`src/rtl/lorenz_decrypt.sv`:
```
`default_nettype none
// +--------------------------------------------------------------------------+
// | Module      : lorenz_decrypt                                             |
// | Description : In-place image decryptor. Undoes a three-stage chaotic     |
// |               encryption over an N = 2^ADDR_W word image RAM:            |
// |                 P1 un-swap with key z, descending index                  |
// |                 P2 XOR with key y, ascending index                       |
// |                 P3 un-swap with key x, descending index                  |
// |               Swap steps take 6 cycles per index, XOR steps 3 cycles,    |
// |               so an operation keeps busy high for exactly 15*N cycles.   |
// | Ports       : clk, reset (sync, active-high), start (1-cycle request)    |
// |               busy / done          status, done is a 1-cycle pulse       |
// |               key_sel/key_addr     key RAM read port (0=x, 1=y, 2=z)     |
// |               key_rdata            key RAM data, 1 cycle after address  |
// |               img_addr/img_we/     image RAM port; read data arrives     |
// |               img_wdata/img_rdata  one cycle after the address          |
// | Revision    : 1.0  initial release                                       |
// +--------------------------------------------------------------------------+
module lorenz_decrypt #(
  parameter int ADDR_W = 16,
  parameter int DATA_W = 16
) (
  input  logic              clk,
  input  logic              reset,
  input  logic              start,
  output logic              busy,
  output logic              done,
  output logic [1:0]        key_sel,
  output logic [ADDR_W-1:0] key_addr,
  input  logic [DATA_W-1:0] key_rdata,
  output logic [ADDR_W-1:0] img_addr,
  output logic              img_we,
  output logic [DATA_W-1:0] img_wdata,
  input  logic [DATA_W-1:0] img_rdata
);

  localparam logic [3:0] S_IDLE   = 4'd0;
  localparam logic [3:0] S_SW_KEY = 4'd1;
  localparam logic [3:0] S_SW_RDA = 4'd2;
  localparam logic [3:0] S_SW_RDB = 4'd3;
  localparam logic [3:0] S_SW_CAP = 4'd4;
  localparam logic [3:0] S_SW_WRA = 4'd5;
  localparam logic [3:0] S_SW_WRB = 4'd6;
  localparam logic [3:0] S_DF_RD  = 4'd7;
  localparam logic [3:0] S_DF_CAP = 4'd8;
  localparam logic [3:0] S_DF_WR  = 4'd9;
  localparam logic [3:0] S_DONE   = 4'd10;

  localparam logic [1:0] c_P1 = 2'd0;
  localparam logic [1:0] c_P2 = 2'd1;
  localparam logic [1:0] c_P3 = 2'd2;

  localparam logic [1:0] c_KEY_X = 2'd0;
  localparam logic [1:0] c_KEY_Y = 2'd1;
  localparam logic [1:0] c_KEY_Z = 2'd2;

  // Explicit terminal compares on an ADDR_W counter: no wrap-around aliasing.
  localparam logic [ADDR_W-1:0] c_ZERO = '0;
  localparam logic [ADDR_W-1:0] c_LAST = {ADDR_W{1'b1}};
  localparam logic [ADDR_W-1:0] c_ONE  = ADDR_W'(1);

  logic [3:0]        r_state;
  logic [3:0]        w_next;
  logic [1:0]        r_phase;
  logic [ADDR_W-1:0] r_i;
  logic [ADDR_W-1:0] r_j;
  logic [DATA_W-1:0] r_a;
  logic [DATA_W-1:0] r_b;
  logic [DATA_W-1:0] r_x;

  // State register
  always_ff @(posedge clk) begin
    if (reset) r_state <= S_IDLE;
    else       r_state <= w_next;
  end

  // Next-state logic
  always_comb begin
    w_next = r_state;
    case (r_state)
      S_IDLE:   if (start) w_next = S_SW_KEY;
      S_SW_KEY: w_next = S_SW_RDA;
      S_SW_RDA: w_next = S_SW_RDB;
      S_SW_RDB: w_next = S_SW_CAP;
      S_SW_CAP: w_next = S_SW_WRA;
      S_SW_WRA: w_next = S_SW_WRB;
      S_SW_WRB: begin
        if (r_i != c_ZERO)       w_next = S_SW_KEY;
        else if (r_phase == c_P1) w_next = S_DF_RD;
        else                      w_next = S_DONE;
      end
      S_DF_RD:  w_next = S_DF_CAP;
      S_DF_CAP: w_next = S_DF_WR;
      S_DF_WR:  w_next = (r_i == c_LAST) ? S_SW_KEY : S_DF_RD;
      S_DONE:   w_next = S_IDLE;
      default:  w_next = S_IDLE;
    endcase
  end

  // Datapath: index, phase and captured words
  always_ff @(posedge clk) begin
    if (reset) begin
      r_i     <= c_ZERO;
      r_phase <= c_P1;
      r_j     <= c_ZERO;
      r_a     <= '0;
      r_b     <= '0;
      r_x     <= '0;
    end else begin
      case (r_state)
        S_IDLE: begin
          if (start) begin
            r_i     <= c_LAST;
            r_phase <= c_P1;
          end
        end
        // Only the low ADDR_W key bits form the swap partner index.
        S_SW_RDA: r_j <= key_rdata[ADDR_W-1:0];
        S_SW_RDB: r_a <= img_rdata;
        S_SW_CAP: r_b <= img_rdata;
        S_SW_WRB: begin
          if (r_i != c_ZERO)        r_i     <= r_i - c_ONE;
          else if (r_phase == c_P1) r_phase <= c_P2;  // XOR pass starts at i=0
        end
        S_DF_CAP: r_x <= img_rdata ^ key_rdata;
        S_DF_WR: begin
          if (r_i == c_LAST) r_phase <= c_P3;         // un-swap x starts at N-1
          else               r_i     <= r_i + c_ONE;
        end
        default: ;
      endcase
    end
  end

  // Output logic (Moore)
  always_comb begin
    busy      = 1'b1;
    done      = 1'b0;
    key_sel   = c_KEY_X;
    key_addr  = c_ZERO;
    img_addr  = c_ZERO;
    img_we    = 1'b0;
    img_wdata = '0;
    case (r_state)
      S_IDLE: busy = 1'b0;
      S_SW_KEY: begin
        key_sel  = (r_phase == c_P1) ? c_KEY_Z : c_KEY_X;
        key_addr = r_i;
      end
      S_SW_RDA: img_addr = r_i;
      S_SW_RDB: img_addr = r_j;
      S_SW_CAP: ;
      // Writing a to j then b to i: when j == i the second write restores
      // the original word, so the identity swap needs no special case.
      S_SW_WRA: begin
        img_we    = 1'b1;
        img_addr  = r_j;
        img_wdata = r_a;
      end
      S_SW_WRB: begin
        img_we    = 1'b1;
        img_addr  = r_i;
        img_wdata = r_b;
      end
      S_DF_RD: begin
        key_sel  = c_KEY_Y;
        key_addr = r_i;
        img_addr = r_i;
      end
      S_DF_CAP: ;
      S_DF_WR: begin
        img_we    = 1'b1;
        img_addr  = r_i;
        img_wdata = r_x;
      end
      S_DONE: begin
        busy = 1'b0;
        done = 1'b1;
      end
      default: busy = 1'b0;
    endcase
  end

endmodule
`default_nettype wire
```
`config.mk`:
```
export PLATFORM = sky130hd
export DESIGN_NAME = lorenz_decrypt
export DESIGN_NICKNAME = d
export VERILOG_FILES = /design/src/rtl/lorenz_decrypt.sv
export SDC_FILE = /design/constraint.sdc
export NUM_CORES = 1
export LEC_CHECK = 0
export CORE_UTILIZATION = 30
export DETAILED_ROUTE_END_ITERATION = 7
export GPL_TIMING_DRIVEN = 0
export PLACE_DENSITY = 0.59
export SLEW_MARGIN = 10
export SYNTH_ARGS = -nofsm -noshare
export SYNTH_HDL_FRONTEND = slang
export SYNTH_SLANG_ARGS = --single-unit
```
`constraint.sdc`:
```
create_clock -name clk -period 5.9 [get_ports clk]
set_input_delay 1.18 -clock clk [delete_from_list [all_inputs] [get_ports clk]]
set_output_delay 1.18 -clock clk [all_outputs]
set_load 0.03 [all_outputs]
```
=== Yosys cells after proc, flatten, opt, wreduce, memory -nomap -nowiden ===
Cells that the tools add are included.

* Multiplexer cells: 22
* Bitwise operators: 1
* Magnitude comparators: 0
* Equal/unequal tests: 17
* Reductions and logical operators: 11
* $add $sub $neg: 2
* Shift-type cells: 0
* Div/mod/pow operators: 0
* Multipliers: 0

{| class="wikitable"
|+ Operators with widths
! operator !! number
|-
| one-hot mux 16 bit (3 select lines) || 2
|-
| 2-to-1 mux 16 bit || 4
|-
| one-hot mux 4 bit (10 select lines) || 1
|-
| one-hot mux 16 bit (2 select lines) || 1
|-
| adder 16 x 1 -> 16 bit, second input constant || 1
|-
| == test 16 bit, second input constant || 1
|-
| == test 4 x 3 -> 1 bit, second input constant || 4
|-
| nonzero test 16 bit || 1
|-
| subtractor 16 x 1 -> 16 bit, second input constant || 1
|-
| bitwise XOR 16 bit || 1
|-
| == test 4 bit, second input constant || 3
|-
| 2-to-1 mux 4 bit || 3
|-
| != test 2 bit, second input constant || 6
|-
| 2-to-1 mux 2 bit || 5
|-
| OR reduction 9 bit || 1
|-
| == test 4 x 2 -> 1 bit, second input constant || 2
|-
| one-hot mux 2 bit (3 select lines) || 1
|-
| AND reduction 5 bit || 1
|-
| == test 4 x 1 -> 1 bit, second input constant || 1
|-
| zero test 4 bit || 1
|-
| one-hot mux 2 bit (2 select lines) || 1
|-
| AND reduction 4 bit || 1
|-
| OR reduction 2 bit || 2
|-
| OR reduction 4 bit || 1
|-
| other kinds (5) || 7
|}

* Input port bits: 35
* Register bits: 86
* Logic and storage cells: 60
* Memories: 0
* Bits in latches: 0
* RAM bits: 0
* ROM bits: 0

=== Logic depth before layout (Yosys ltp) ===
* Word-level depth: 4
* Gate-level depth with buffers: 13
* Depth with buffers taken out: 10

=== Worst setup path after synthesis ===
OpenSTA, ideal clock, no wires.

* Path type: register -> output
* From: reg r_state[0]
* To: out img_addr[0]
* Data arrival time: 1883 ps
* Path buffers: 3
* Required time: 4720 ps
* Setup slack: 2837 ps
* Cell stages (with the launch flop): 8
* Path through: dfxtp_1 -> buf_4 -> nand2_1 -> nor3_1 -> or2_2 -> clkbuf_1 -> buf_2 -> a22o_1

* Longest elaborated chain between the ends: 3
* Elaborated cells on any way between the ends: 9

{| class="wikitable"
|+ Ends and longest elaborated chain
! element !! RTL line !! source
|-
| from (decl) || 62 || <nowiki>logic [3:0] r_state;</nowiki>
|-
| from (signal assigned) || 74 || <nowiki>else r_state <= w_next;</nowiki>
|-
| == test 4 bit (tied with other cells) || 144 || <nowiki>case (r_state)</nowiki>
|-
| OR reduction 4 bit (no source line) / OR reduction 2 bit (equally long branches) || -- ||
|-
| one-hot mux 16 bit (2 select lines) * || 144 ||
|-
| to (decl) || 31 || <nowiki>output logic [ADDR_W-1:0] img_addr,</nowiki>
|}

Every way passes the cells marked *; elsewhere a longest branch is shown, timed or not.

=== Worst setup path after layout ===
* From: reg r_state[0]
* To: out img_addr[14]

The elaborated chain is that of the path after synthesis.

==> flow_summary.toml <==
[logic_synthesis]
syn_inst = 612
synth_edf_count = 0
synth-main-ff-cell = "dfxtp_1"
netlist_top_cells_count = "nand2_1, dfxtp_1, a21oi_1"
synth_cell_types = 53
synthDominantCellAreaShare = 0.364
ys_seq_area_frac = 0.364
synth_area_per_cell_um2 = 7.73
yosys_warnings = 0
synthTopCellsByArea = "dfxtp_1, nand2_1, a21oi_1"
synthesis.nets = 664
yosys.area.top_type = "dfxtp_1"
netlist_area_mm2 = 0.00473
ys_ff_latch = 86
async_reset_ff_frac = 0
yosysMostFrequentCell = "nand2_1"

[place]
hpwl_um = 11400
io_buffers = 87
place_ws_ps = 1530
gp_congestion = 0.885

[drt]
routed_via_density = 5.11
drc = 0
wl_um = 14900
wl_per_cell_um = 16.1
initialDrtViolationCount = 433
ant_nets = 0
num_vias = 4735
firstDrtPassIters = 5

[worst_setup_path]
cp_max_fo = 10
crit_type = "reg2out"
crit_arrival_ps = 3580
r2r_end = "r_i[12]"
path_buf_inv = 4
cp-start-kind = "flop"
rr_worst_depth = 12
cp.required_ps = 4720
cpPeakStageDelay_ps = 900
r2r_slack_ps = 2220
cp_slowest_cell = "nor3_1"
cp-end-kind = "output port"
r2r_start = "r_state[0]"
crit_chain = "buf_4 -> nand2_1 -> nor3_1 -> or2_2 -> clkbuf_1 -> buf_2 -> a22o_1 -> clkdlybuf4s50_1"
crit_family = "buffers and inverters"

[floorplanning]
die_h_um = 128
die_x_um = 128
rows = 45
start_util = 0.309
io_pins = 88
core_mm2 = 0.0153
dieArea_mm2 = 0.0163

[sta]
fmax_ghz = 0.210
setup_viol = 0
post-route-min-period_ps = 4760
fin_skew_ps = 6.13
final_max_slew_viol_count = 0
hold_viol = 0
finalSetupTns_ps = 0
finalCritPeriodShare = 0.808
relSlewSlack = 0.219
rsz0062_at_grt = "false"
layout_setup_ws_ps = 1140
worstMarginPinSlew_ps = 1160

[finish]
antenna_cells = 0
syn_to_final_growth_pct = 30.0
nets = 762
drive_gt1_frac = 0.0517

[clock_tree]
root_buffer = "clkbuf_16"
clock_sinks = 86
numCtsBuffers = 9
path_clk_slew_ps = 60
cts_tree = "done"
clk_latency_ps = 340
max-clock-path-buffers = 2
ctsResizeCount = 0
postCtsHoldBufs = 0
htree_levels = 3
post_cts_buffers = 0

[global_routing]
grt_pass1_wl_um = 23800
antenna_found_initial = 0
grt_max_degree = 21
grt_overflow_total = 0
grt_pass1_vias = 4621
grtUsageTotal = 0.187

[power]
ir_worst_vdd_mv = 0.172
leakagePower_nw = 2.17
totalPowerFinal_mw = 1.50
power.density_mw_per_mm2 = 244

[worst_hold_path]
min_from = "r_b[11]"
hold_end = "r_b[11]"
holdCritPathClass = "reg2reg"
whs_path_depth = 2

[run]
cap_violations = 0

[run_status]
status = "completed"
## flip-flops by register name, indices dropped and copies added, names as in the netlist
signal   cells
r_state      4
r_a         16
r_b         16
r_x         16
r_phase      2
r_i         16
r_j         16
## cells in the final DEF, fill, tap and decap left out, drive strengths merged, types with 9 or more instances in the layout
cell type / count
nor2: 46
a211oi: 21
nor3: 9
xnor2: 21
buf: 12
dfxtp: 86
a311oi: 11
and2: 17
a21oi: 64
nand2b: 10
o21ai: 11
clkbuf: 39
a22o: 16
clkdlybuf4s50: 87
ha: 16
a22oi: 17
nand2: 143
## power by group
group	switching, mW	internal, mW
logic	0.190	0.140
registers	0.0313	0.603
clock network	0.238	0.299
## final cells by class
class                      instances  area (um2)
buffer                            41         180
clock inverter                     6        45.0
sequential                        86        1720
tap                              211         264
timing repair buffer              87         871
inverter                           5        21.3
fill                            1583        9170
multi-input combinational        480        2810
clock buffer                      10         239
## worst max path at each step
stage / start / endpoint / slack [ps] / depth (start not counted)
6_report: r_state[0] / img_addr[14] / 1140 / 8
3_3_place_gp: r_state[0] / img_addr[14] / 1590 / 8
5_1_grt: r_state[0] / img_addr[14] / 920 / 8
4_1_cts: r_state[0] / img_addr[14] / 1160 / 8
3_5_place_dp: r_state[0] / img_addr[14] / 1530 / 8
2_1_floorplan: r_state[0] / img_addr[0] / 2840 / 7
## per-stage QoR
stage	std cells	cell area, um2	hold WS, ps	utilization
6_report	926	6150	453	0.401
5_1_grt	926	6150	479	0.401
2_1_floorplan	612	4730	436	-
3_5_place_dp	910	5860	446	0.383
3_3_place_gp	910	5860	441	0.383
4_1_cts	926	6150	455	0.401
## cells by family after synthesis
group | share of synthesized area
muxes | 0.00635
adders and majority gates | 0.0466
DFF | 0.364
xor gates and xnor gates | 0.0500
buffers and inverters | 0.0426
AOI/OAI and AO/OA | 0.239
and+or+nand+nor | 0.251
## worst register-to-register path: cells and delay by family, from the launching register on
kind                       cells  cell delay [ps]
AOI/OAI and AO/OA              5             1010
adders and majority gates      1              350
buffers and inverters          3             1140
DFF                            1              330
and+or+nand+nor                3              770
## metal layers
| layer | up-vias | track usage | part of all wire |
|---|---|---|---|
| li1 | 2355 | - | - |
| met5 | - | 0 | 0 |
| met3 | 20 | 0.0281 | 0.039 |
| met4 | 0 | 0.0602 | 0.015 |
| met1 | 2207 | 0.233 | 0.45 |
| met2 | 153 | 0.330 | 0.50 |
Power figures use the tool's default switching activity.
